===== src/rtl/fifo_write_arbiter_if.sv =====
// Write-side bundle between the two requesters, the arbiter and the video FIFO.
// The arbiter uses the slave view; whatever drives requesters and the FIFO flag uses master.
interface fifo_write_arbiter_if #(
    parameter int DATA_W = 16,
    parameter int CNT_W  = 16
);
    logic              req0_valid;
    logic [DATA_W-1:0] req0_data;
    logic              req0_last;
    logic              req0_ready;
    logic              req1_valid;
    logic [DATA_W-1:0] req1_data;
    logic              req1_last;
    logic              req1_ready;
    logic              fifo_full;
    logic              fifo_wr_en;
    logic [DATA_W-1:0] fifo_wr_data;
    logic [1:0]        grant;
    logic [CNT_W-1:0]  words0;
    logic [CNT_W-1:0]  words1;

    modport slave (
        input  req0_valid, req0_data, req0_last,
        output req0_ready,
        input  req1_valid, req1_data, req1_last,
        output req1_ready,
        input  fifo_full,
        output fifo_wr_en, fifo_wr_data, grant, words0, words1
    );

    modport master (
        output req0_valid, req0_data, req0_last,
        input  req0_ready,
        output req1_valid, req1_data, req1_last,
        input  req1_ready,
        output fifo_full,
        input  fifo_wr_en, fifo_wr_data, grant, words0, words1
    );
endinterface


===== src/rtl/fifo_write_arbiter.sv =====
// Round-robin arbiter sharing the video FIFO write port between host writes (req0)
// and the blitter (req1), with bursts capped at BURST_MAX words per grant.
module fifo_write_arbiter #(
    parameter int DATA_W    = 16,
    parameter int BURST_MAX = 4,
    parameter int CNT_W     = 16
) (
    input logic                 clk,
    input logic                 rst,
    fifo_write_arbiter_if.slave bus
);

    typedef enum logic [1:0] {IDLE, G0, G1} state_t;

    localparam logic [7:0] BURST_LIM = 8'(BURST_MAX);

    state_t            state_q, state_d;
    logic [7:0]        burst_cnt, burst_d;
    logic              last_served, last_served_d;
    logic [CNT_W-1:0]  words0_q, words1_q;

    logic              sel_valid;
    logic              sel_last;
    logic [DATA_W-1:0] sel_data;
    logic              other_valid;
    logic              accept;
    logic              release_grant;

    // Mux the granted requester onto the write path; IDLE selects nobody.
    always_comb begin
        sel_valid   = 1'b0;
        sel_last    = 1'b0;
        sel_data    = '0;
        other_valid = 1'b0;
        case (state_q)
            G0: begin
                sel_valid   = bus.req0_valid;
                sel_last    = bus.req0_last;
                sel_data    = bus.req0_data;
                other_valid = bus.req1_valid;
            end
            G1: begin
                sel_valid   = bus.req1_valid;
                sel_last    = bus.req1_last;
                sel_data    = bus.req1_data;
                other_valid = bus.req0_valid;
            end
            default: ;
        endcase
    end

    assign accept        = sel_valid & ~bus.fifo_full;
    assign release_grant = ~sel_valid | sel_last | ((burst_cnt + 8'd1) == BURST_LIM);

    assign bus.req0_ready   = (state_q == G0) & ~bus.fifo_full;
    assign bus.req1_ready   = (state_q == G1) & ~bus.fifo_full;
    assign bus.fifo_wr_en   = accept;
    assign bus.fifo_wr_data = sel_valid ? sel_data : '0;
    assign bus.grant        = {state_q == G1, state_q == G0};
    assign bus.words0       = words0_q;
    assign bus.words1       = words1_q;

    // A full FIFO freezes the grant entirely, even if the owner's valid drops.
    always_comb begin
        state_d       = state_q;
        burst_d       = burst_cnt;
        last_served_d = last_served;
        case (state_q)
            IDLE: begin
                if (bus.req0_valid && bus.req1_valid)
                    state_d = last_served ? G0 : G1;
                else if (bus.req0_valid)
                    state_d = G0;
                else if (bus.req1_valid)
                    state_d = G1;
            end
            G0, G1: begin
                if (!bus.fifo_full) begin
                    if (release_grant) begin
                        last_served_d = (state_q == G1);
                        burst_d       = 8'd0;
                        if (other_valid)
                            state_d = (state_q == G0) ? G1 : G0;
                        else
                            state_d = IDLE;
                    end else begin
                        burst_d = burst_cnt + 8'd1;
                    end
                end
            end
            default: state_d = IDLE;
        endcase
    end

    always_ff @(posedge clk or posedge rst) begin
        if (rst) begin
            state_q     <= IDLE;
            burst_cnt   <= 8'd0;
            last_served <= 1'b1;
            words0_q    <= '0;
            words1_q    <= '0;
        end else begin
            state_q     <= state_d;
            burst_cnt   <= burst_d;
            last_served <= last_served_d;
            if (accept && state_q == G0)
                words0_q <= words0_q + CNT_W'(1);
            if (accept && state_q == G1)
                words1_q <= words1_q + CNT_W'(1);
        end
    end

endmodule


===== src/flat_wrapper.sv =====
// flat-port wrapper written by rule: the top's interface ports become plain ports
module fifo_write_arbiter_flat 
#(
    parameter int DATA_W    = 16,
    parameter int BURST_MAX = 4,
    parameter int CNT_W     = 16
)
  (clk, rst, bus_req0_valid, bus_req0_data, bus_req0_last, bus_req0_ready, bus_req1_valid, bus_req1_data, bus_req1_last, bus_req1_ready, bus_fifo_full, bus_fifo_wr_en, bus_fifo_wr_data, bus_grant, bus_words0, bus_words1);
  fifo_write_arbiter_if #(.DATA_W(DATA_W), .CNT_W(CNT_W)) bus_i ();
  input logic clk;
  input logic rst;
  input wire logic [$bits(bus_i.req0_valid)-1:0] bus_req0_valid;
  input wire logic [$bits(bus_i.req0_data)-1:0] bus_req0_data;
  input wire logic [$bits(bus_i.req0_last)-1:0] bus_req0_last;
  output wire logic [$bits(bus_i.req0_ready)-1:0] bus_req0_ready;
  input wire logic [$bits(bus_i.req1_valid)-1:0] bus_req1_valid;
  input wire logic [$bits(bus_i.req1_data)-1:0] bus_req1_data;
  input wire logic [$bits(bus_i.req1_last)-1:0] bus_req1_last;
  output wire logic [$bits(bus_i.req1_ready)-1:0] bus_req1_ready;
  input wire logic [$bits(bus_i.fifo_full)-1:0] bus_fifo_full;
  output wire logic [$bits(bus_i.fifo_wr_en)-1:0] bus_fifo_wr_en;
  output wire logic [$bits(bus_i.fifo_wr_data)-1:0] bus_fifo_wr_data;
  output wire logic [$bits(bus_i.grant)-1:0] bus_grant;
  output wire logic [$bits(bus_i.words0)-1:0] bus_words0;
  output wire logic [$bits(bus_i.words1)-1:0] bus_words1;
  assign bus_i.req0_valid = bus_req0_valid;
  assign bus_i.req0_data = bus_req0_data;
  assign bus_i.req0_last = bus_req0_last;
  assign bus_req0_ready = bus_i.req0_ready;
  assign bus_i.req1_valid = bus_req1_valid;
  assign bus_i.req1_data = bus_req1_data;
  assign bus_i.req1_last = bus_req1_last;
  assign bus_req1_ready = bus_i.req1_ready;
  assign bus_i.fifo_full = bus_fifo_full;
  assign bus_fifo_wr_en = bus_i.fifo_wr_en;
  assign bus_fifo_wr_data = bus_i.fifo_wr_data;
  assign bus_grant = bus_i.grant;
  assign bus_words0 = bus_i.words0;
  assign bus_words1 = bus_i.words1;
  fifo_write_arbiter #(.DATA_W(DATA_W), .BURST_MAX(BURST_MAX), .CNT_W(CNT_W)) u_core (.clk(clk), .rst(rst), .bus(bus_i));
endmodule

===== config.mk =====
export PLATFORM = sky130hd
export DESIGN_NAME = fifo_write_arbiter_flat
export DESIGN_NICKNAME = d
export VERILOG_FILES = /design/src/rtl/fifo_write_arbiter_if.sv /design/src/rtl/fifo_write_arbiter.sv /design/src/flat_wrapper.sv
export SDC_FILE = /design/constraint.sdc
export NUM_CORES = 1
export LEC_CHECK = 0
export ABC_AREA = 0
export ABC_CLOCK_PERIOD_IN_PS = 2200
export BUFFER_PORTS_ARGS = -buffer_cell sky130_fd_sc_hd__buf_2
export CORE_MARGIN = 8
export CORE_UTILIZATION = 44
export CTS_CLUSTER_DIAMETER = 100
export DETAILED_ROUTE_END_ITERATION = 10
export MAX_ROUTING_LAYER = met4
export PLACE_DENSITY = 0.8
export SLEW_MARGIN = 5
export SYNTH_ARGS = -nofsm -noshare
export SYNTH_HDL_FRONTEND = slang
export SYNTH_SLANG_ARGS = --single-unit

===== constraint.sdc =====
create_clock -name clk -period 2.2 [get_ports clk]
set_clock_uncertainty 0.05 [all_clocks]
set_input_delay 0.44 -clock clk [delete_from_list [all_inputs] [get_ports clk]]
set_output_delay 0.44 -clock clk [all_outputs]
set_load 0.03 [all_outputs]

=== After elaboration in Yosys (flattened, before gate mapping) ===
Cells that the tools add are included.

* $add $sub $neg: 3
* Reduce and logical (&&, ||, !) cells: 8
* Mux-type cells: 15
* Equal/unequal tests: 6
* Bitwise operators: 7

{| class="wikitable"
|+ Operators by type and width
! cell !! number
|-
| $add 16x1->16 const B || 2
|-
| $pmux 16 s2 || 1
|-
| $mux 16 || 1
|-
| $mux 2 || 8
|-
| $add 8x1->8 const B || 1
|-
| $eq 8x3->1 const B || 1
|-
| $mux 8 || 1
|-
| $pmux 1 s2 || 3
|-
| $reduce_and 3->1 || 2
|-
| $ne 4x3->1 const B || 1
|-
| $pmux 2 s2 || 1
|-
| $and 1x1->1 || 3
|-
| $logic_and 1x1->1 || 3
|-
| $eq 2x1->1 const B || 1
|-
| $eq 2x2->1 const B || 1
|-
| $logic_not 2->1 || 1
|-
| $ne 2x1->1 const B || 1
|-
| $ne 2x2->1 const B || 1
|-
| $not 1->1 || 2
|-
| $or 1x1->1 || 2
|-
| $reduce_and 2->1 || 1
|-
| $reduce_or 2->1 || 1
|}

* Input bits: 39
* Output and inout bits: 53
* Flip-flop bits (word level): 43
* Word-level logic and storage cells: 44

=== Longest topological paths before layout ===
Gate-level depths: netlist of the first run.

* Depth in word-level cells: 8
* Depth in mapped cells: 7

=== Least setup slack after synthesis of the first run ===
Ideal clock, no wire load.

* Path type: register to output
* Start point: register u_core.state_q[0]
* End point: output port bus_fifo_wr_data[10]
* Data required time: 1.710 ns
* Slack: -0.334 ns
* Cell stages (with the launch flop): 8
* Arrival: 2.044 ns
* Cell sequence: dfrtp_1 inv_1 ha_1 a22oi_1 or2b_1 buf_2 buf_2 nor2_1

* Cells in the longest elaborated chain, start to end: 3
* Elaborated cells on any way between the ends: 5
* Those cells by class: eq/ne (2); mux (3)

{| class="wikitable"
|+ Ends and longest elaborated chain
! item !! RTL line !! RTL
|-
| start, declared || fifo_write_arbiter.sv:17 || <nowiki>state_t state_q, state_d;</nowiki>
|-
| start signal, assigned || fifo_write_arbiter.sv:103 || <nowiki>state_q <= state_d;</nowiki>
|-
| $eq 2x2->1 * || n/a ||
|-
| via bus_grant[1] || flat_wrapper.sv:23 || <nowiki>output wire logic [$bits(bus_i.grant)-1:0] bus_grant;</nowiki>
|-
| $pmux 16 s2 / $pmux 1 s2 (equally long branches) || fifo_write_arbiter.sv:35 || <nowiki>case (state_q)</nowiki>
|-
| $mux 16 * || fifo_write_arbiter.sv:58 || <nowiki>assign bus.fifo_wr_data = sel_valid ? sel_data : '0;</nowiki>
|-
| end, declared || flat_wrapper.sv:22 || <nowiki>output wire logic [$bits(bus_i.fifo_wr_data)-1:0] bus_fifo_wr_data;</nowiki>
|}

The timed path passes the listed nets; every way through them passes the cells marked *.

=== Final worst setup path of the first run ===
* Start point: register u_core.state_q[1]
* End point: output port bus_fifo_wr_data[1]

* Cells in the longest elaborated chain, start to end: 3
* Elaborated cells on any way between the ends: 5
* Those cells by class: eq/ne (2); mux (3)

{| class="wikitable"
|+ Ends and longest elaborated chain
! item !! RTL line
|-
| $eq 2x2->1 / $eq 2x1->1 (equally long branches) || fifo_write_arbiter.sv:35
|-
| $pmux 16 s2 / $pmux 1 s2 (equally long branches) || fifo_write_arbiter.sv:35
|-
| $mux 16 * || fifo_write_arbiter.sv:58
|}

Mark *: on every way between the ends. The rest lies on a longest branch, timed or not.

==> summary.md, run 1 <==
| Metric | Value |
|---|---|
| YS warnings | 0 |
| Final Hold Fails | 0 |
| Cell area after synthesis | 2497 um2 |
| Crit path arrival time | roughly 1.9 ns |
| Worst slack, placed | roughly 0.16 ns |
| Maxcap violations | 0 |
| Synth async-reset ratio | 100.0% |
| CTS Sinks | 43 |
| Die Wd | 91.34 um |
| Placed cell areas | ~3200 um2 |
| Worst Slack Setup Final | -0.1939 ns |
| Largest net degree at the start of global routing | 44 |
| Final setup TNS | -2.073 ns |
| Synth area leaders | dfrtp_1 42%, xnor2_1 8.4%, a22oi_1 5.1%, ha_1 4.0%, nor2_1 3.6% |
| IO Pins | 92 |
| DR DRC count | 0 |
| CTS tree | yes |
| Crit path kind | flip-flop to primary output |
| Clk buf depth | 2 |
| Pwr per Cell Area | about 950 nW/um2 |
| Met3 global-route usage | under 10% |
| Syn Inst Count | 245 |
| Post-Syn Nets | just under 300 |
| N_diodes | 0 |
| Starting density of the core | a little under half |
| Avg Synthesized Cell Area | between 10 and 15 um2 |
| Worst EP required | ~1.7 ns |
| Chip height | between 90 and 100 um |
| Placed insts | slightly above 400 |
| Clock latency on the worst-skew pair | 0.30 ns |
| Fill count | about 370 |
| Core area | roughly 5500 um2 |
| Share of the synthesized area in the top cell type | a little over two fifths |
| DIE AREA | 8343 um2 |
| Ys flop type | dfrtp_1 |
| Root Driver | clkbuf_8 |
| ANT nets after route | 0 |
| Worst Setup Start Kind | flip-flop |
| Relative slew slack | roughly 64% |
| GR Util met2 | between 30 and 40% |
| Synth area leader | dfrtp_1 |
| Peak supply drop | roughly 0.45 mV |
| Routed len/inst | 19.12 um |
| Final period util | 108.8% |
| Maximum fanout along the worst path | 5 |
| Number of hold buffers added after cts | 0 |
| Design Area, Final | between 3000 and 4000 um2 |
| CP endpoint kind | primary output |
| Hold Path Class | primary input to asynchronous set/reset pin |
| Initial antenna violation count | 0 |
| RSZ-0062 raised after global routing | true |
| #FFs+latches synth | 43 |
| Status | finished, violations left |
| Met1 Usage GRT | 21.38% |
| Row cnt | 27 |
| CTS H-tree lvls | 2 |
| Leakage power figure | between 1.5 and 2 nW |
| Actual slew at the worst max-slew pin | 0.5449 ns |
| Achievable Freq | around 420 MHz |
| Most frequent cell after synthesis | dfrtp_1 |
| Violated checks | negative setup slack |
| Via/cell ratio | around 5.6 |
| Sequential share of the synthesized area | between 40% and 50% |
| TritonCTS buffer count | 5 |
| Via Count | 2,401 |
| Detailed placement HPWL | approximately 5000 um |
| Pre-antenna DRT Iters | 4 |
| Slew Viols, Final | 0 |
| First DRT Iteration DRCs | between 200 and 250 |
| Minimum clock period after layout | 2.394 ns |
| Final non-filler cell total | ~430 |
| Gr busiest metal | met2 |
| Share of layout cells above drive strength 1 | 50.70% |
| Total gr overflow | 0 |
| GRT Total Usage | 20.01% |
| Number of flops mapped to enable cells by yosys | 0 |
| PortBufs | 91 |
| Post-layout nets | 403 |
| Final setup violation count | 17 |
| Clock Pin Slew Worst Setup and Hold Paths | about 0.090 ns |
| Final Power | about 3.5 mW |
| Vias in the first global route | around 2,500 |
| Commonest cells post-synth | 42 x dfrtp_1, 24 x nor2_1, 24 x xnor2_1, 17 x a22oi_1, 17 x nand2_1 |
| Global-route wire length before repair | ~13,000 um |
| Yosys cell types | 44 |
| Final Wtd Congestion | just over 0.8 |
| WL final | 8201 um |
| Area delta synth->final | 49.25% |
[area by class of cell]
cell class | count | area (um2) | area share (%)
well taps | 72 | 90.09 | 2.417
clock buffers | 6 | 82.58 | 2.216
inverters | 8 | 30.03 | 0.8056
flip-flops and latches | 43 | 1077 | 28.90
clock inverters | 2 | 38.79 | 1.041
repair buffers | 112 | 792.0 | 21.25
multi-input cells | 186 | 1617 | 43.37
[path summary, 6_finish.rpt]
path,cells after the start,slack (ns),startpoint,end
worst min register to register,1,0.42,u_core.bus.words0[15],u_core.bus.words0[15]
worst max-delay path,8,-0.19,u_core.state_q[1],bus_fifo_wr_data[1]
max in group asynchronous,3,1.51,rst,u_core.burst_cnt[2]
worst min-delay path,3,0.20,rst,u_core.bus.words0[9]
min in group clk,1,0.42,u_core.bus.words0[15],u_core.bus.words0[15]
worst max register to register,9,0,u_core.state_q[0],u_core.last_served
[metal layers]
metal / share of wire [%] / vias up
met5: 0 / -
met4: 4.5 / 0
met3: 5.5 / 32
met2: 52 / 90
met1: 38 / 1179
li1: - / 1100
[timing repair]
| item | CTS | global route |
|---|---|---|
| gates cloned | 2 | 0 |
| buffers inserted | 6 | 3 |
| pin swaps | 11 | 4 |
| setup endpoints to repair | 17 | 22 |
| resized for setup | 75 | 9 |
| endpoints found under the hold margin | 0 | 0 |
[stage by stage]
| step | hold WS [ns] | util [%] |
|---|---|---|
| 2_1_floorplan | 0.4595 | - |
| 3_3_place_gp | 0.4052 | 58.12 |
| 3_5_place_dp | 0.4101 | 58.12 |
| 4_1_cts | 0.2246 | 67.14 |
| 5_1_grt | 0.2566 | 67.69 |
| 6_report | 0.2048 | 67.69 |
[flip-flops by register name (all words and copies together), names as in the netlist]
signal	cells
u_core.state_q	2
u_core.last_served	1
u_core.bus.words1	16
u_core.bus.words0	16
u_core.burst_cnt	8
[kinds of logic (layout without fill, tap and decap cells)]
kind of cell,Yosys count,count (layout),synth area share [%]
compound gates,38,38,11.47
fa+ha+maj,8,8,4.008
flops,43,43,43.14
simple gates,102,102,24.30
buf+inv,16,128,2.906
mux,8,8,3.657
xor+xnor,30,30,10.52
[cells in the final DEF, fill, tap and decap left out, types with 7 or more instances in the layout]
cell type and instances:
a22oi_2 17, nor2_4 17, nor2_1 7, dfrtp_1 42
nand3_1 14, buf_2 72, buf_4 13, nand2_1 17
xnor2_1 24, buf_6 21, nand4_1 12
[worst max-delay path, stage by stage, from the launching register on]
cell and delay (ns):
dfrtp_1 0.41, inv_2 0.14, ha_4 0.19, a22oi_2 0.08, or2b_4 0.27, buf_6 0.13, buf_12 0.14, nor2_4 0.10
buf_6 0.15
[power by group]
group	internal (mW)	leakage, nW	switching, mW	total (mW)
logic	0.795	1.06	1.09	1.89
clock network	0.374	0.0618	0.289	0.663
registers	0.878	0.583	0.109	0.987
total	2.05	1.71	1.49	3.54
Power figures use the tool's default switching activity.
==> inputs of run 2 (changes only) <==
CTS_CLUSTER_DIAMETER = unset   (was 100)
SETUP_SLACK_MARGIN = 0.2   (was unset)
SLEW_MARGIN = 20   (was 5)
==> summary.md, run 2 (synthesis results as in run 1) <==
| Metric | Value |
|---|---|
| Chip height | around 90 um |
| Most common cell after layout, fill and taps aside | buf_2 |
| Clock Power Share | about 15% |
| Pre-antenna DRT Iters | 4 |
| RSZ-0062 raised after global routing | true |
| Slew Viols, Final | 0 |
| Combinational power share | approximately 57% |
| Maxcap violations | 0 |
| Internal power | around 2.1 mW |
| Crit path kind | flip-flop to primary output |
| R2r setup slk | ~0.020 ns |
| Core area | about 5500 um2 |
| Final Hold Fails | 0 |
| Final core occ | 70.30% |
| Kind of cell adding the most delay to the critical path | flip-flops |
| Die Wd | between 90 and 100 um |
| CP cell instances | inv_2 -> ha_4 -> a22oi_2 -> or2b_4 -> buf_16 -> nor2_4 -> buf_6 |
| Via/cell ratio | ~5.6 |
| Starting density of the core | between 40% and 50% |
| Actual slew at the worst max-slew pin | about 0.64 ns |
| CTS H-tree lvls | 2 |
| Worst EP required | about 1.7 ns |
| Routed len/inst | about 19 um |
| Global-route wire length before repair | approximately 12,000 um |
| Clk buf depth | 2 |
| Detailed placement HPWL | ~5000 um |
| Crit path arrival time | roughly 1.8 ns |
| Achievable Freq | about 430 MHz |
| ANT nets after route | 0 |
| Pwr per Cell Area | about 910 nW/um2 |
| Switch Pwr | 1.475 mW |
| Placed insts | 410 |
| Sw frac | 41.74% |
| Root Driver | clkbuf_8 |
| Final period util | 104.6% |
| Area delta synth->final | 55.01% |
| Crit path max-delay cell type | dfrtp_1 |
| PortBufs | 91 |
| CTS tree | yes |
| DR DRC count | 0 |
| Design Area, Final | 3871 um2 |
| Final Wtd Congestion | slightly below 0.8 |
| Worst Setup Start Kind | flip-flop |
| Worst Slack Setup Final | -0.1006 ns |
| Reg-to-Reg Start | u_core.state_q[1] |
| Leakage power figure | 1.772 nW |
| N_diodes | 0 |
| Total gr overflow | 0 |
| TritonCTS buffer count | 5 |
| GRT Total Usage | a little under a fifth |
| Placed cell areas | between 3000 and 4000 um2 |
| CP endpoint kind | primary output |
| R2R depth | 9 |
| Initial antenna violation count | 0 |
| Number of hold buffers added after cts | 0 |
| Fill count | roughly 380 |
| CTS Sinks | between 40 and 50 |
| IO Pins | 92 |
| First DRT Iteration DRCs | 130 |
| Share of layout cells above drive strength 1 | a little over half |
| Slowest Stage Delay on Critical Path | 0.42 ns |
| Final setup violation count | 17 |
| Hold Path Class | primary input to asynchronous set/reset pin |
| Worst slack, placed | between 0.1 and 0.15 ns |
| Clock latency on the worst-skew pair | around 0.29 ns |
| DIE AREA | about 8300 um2 |
| Post-layout nets | about 410 |
| Buf+Inv Stages, Crit Path | 3 |
| Final non-filler cell total | roughly 440 |
| Crit path depth | 7 |
| Row cnt | 27 |
| Final Power | 3.532 mW |
| Status | finished, violations left |
| Via Count | ~2,400 |
| Relative slew slack | a little under three fifths |
| Violated checks | negative setup slack |
| Minimum clock period after layout | about 2.3 ns |
| Vias in the first global route | between 2,000 and 3,000 |
| Peak supply drop | roughly 0.57 mV |
| WL final | slightly above 8000 um |
| Reg2reg end | u_core.bus.words0[15] |
| Largest net degree at the start of global routing | 28 |
| Maximum fanout along the worst path | 6 |
| Most frequent cells in the layout | 70 x buf_2, 41 x dfrtp_1, 24 x xnor2_1 |
| Clock Pin Slew Worst Setup and Hold Paths | 0.08 ns |
| Reg power frac | between 20% and 30% |
## run 2: power groups by stage
stage,Clock [mW],Sequential [mW],Combinational (mW)
detailed placement,0,1.00,1.35
global placement,0,0.994,1.31
finish,0.524,1.00,2.01
floorplan,0,1.08,0.958
global route,0.570,1.01,2.13
CTS,0.532,0.987,1.76
## run 2: worst max path at each step
stage / startpoint / to / slack, ns
floorplan: u_core.state_q[1] / bus_fifo_wr_data[10] / 0.15
global placement: u_core.state_q[1] / bus_fifo_wr_data[1] / 0.15
detailed placement: u_core.state_q[1] / bus_fifo_wr_data[5] / 0.12
CTS: u_core.state_q[1] / bus_fifo_wr_data[10] / -0.05
global route: u_core.state_q[0] / bus_fifo_wr_data[0] / -0.16
finish: u_core.state_q[0] / bus_fifo_wr_data[9] / -0.10
## run 2: worst register-to-register path, cell delays in order, from the launching register on
cell and delay [ns]:
dfrtp_2 0.47, inv_4 0.10, ha_4 0.15, buf_4 0.14
buf_8 0.15, nand3b_1 0.21, buf_4 0.21, nor3_4 0.23
nand4_1 0.19, xnor2_1 0.17
## run 2: final cells by class
type / instances / area (um2) / share of cell area [%]
sequential: 43 / 1079 / 27.86
clock buffer: 7 / 86.33 / 2.230
multi-input combinational: 186 / 1664 / 42.99
timing repair buffer: 121 / 910.9 / 23.53
tap: 72 / 90.09 / 2.327
clock inverter: 1 / 8.758 / 0.2262
inverter: 8 / 32.53 / 0.8403
## run 2: layer usage
| layer | wire length, um | part of all wire [%] | vias up | GRT usage [%] |
|---|---|---|---|---|
| li1 | - | - | 1119 | - |
| met1 | 3203 | 39 | 1228 | 19.55 |
| met2 | 4442 | 54 | 78 | 32.53 |
| met3 | 344 | 4.2 | 20 | 3.704 |
| met4 | 203 | 2.5 | 0 | 6.276 |
| met5 | 0 | 0 | - | - |
## run 2: repair_timing
action | 4_1_cts | 5_1_grt
buffers inserted | 10 | 7
endpoints found under the hold margin | 0 | 0
cloned | 2 | 1
resized for setup | 83 | 14
pin swaps | 20 | 9
endpoints found under the setup margin | 29 | 52
## run 2: through the flow
stage / TNS [ns] / hold WS [ns]
after floorplan: 0 / 0.4595
after global placement: 0 / 0.4078
after detailed placement: 0 / 0.4110
after CTS: -0.7411 / 0.1233
after global routing: -2.650 / 0.1498
final: -1.487 / 0.1250
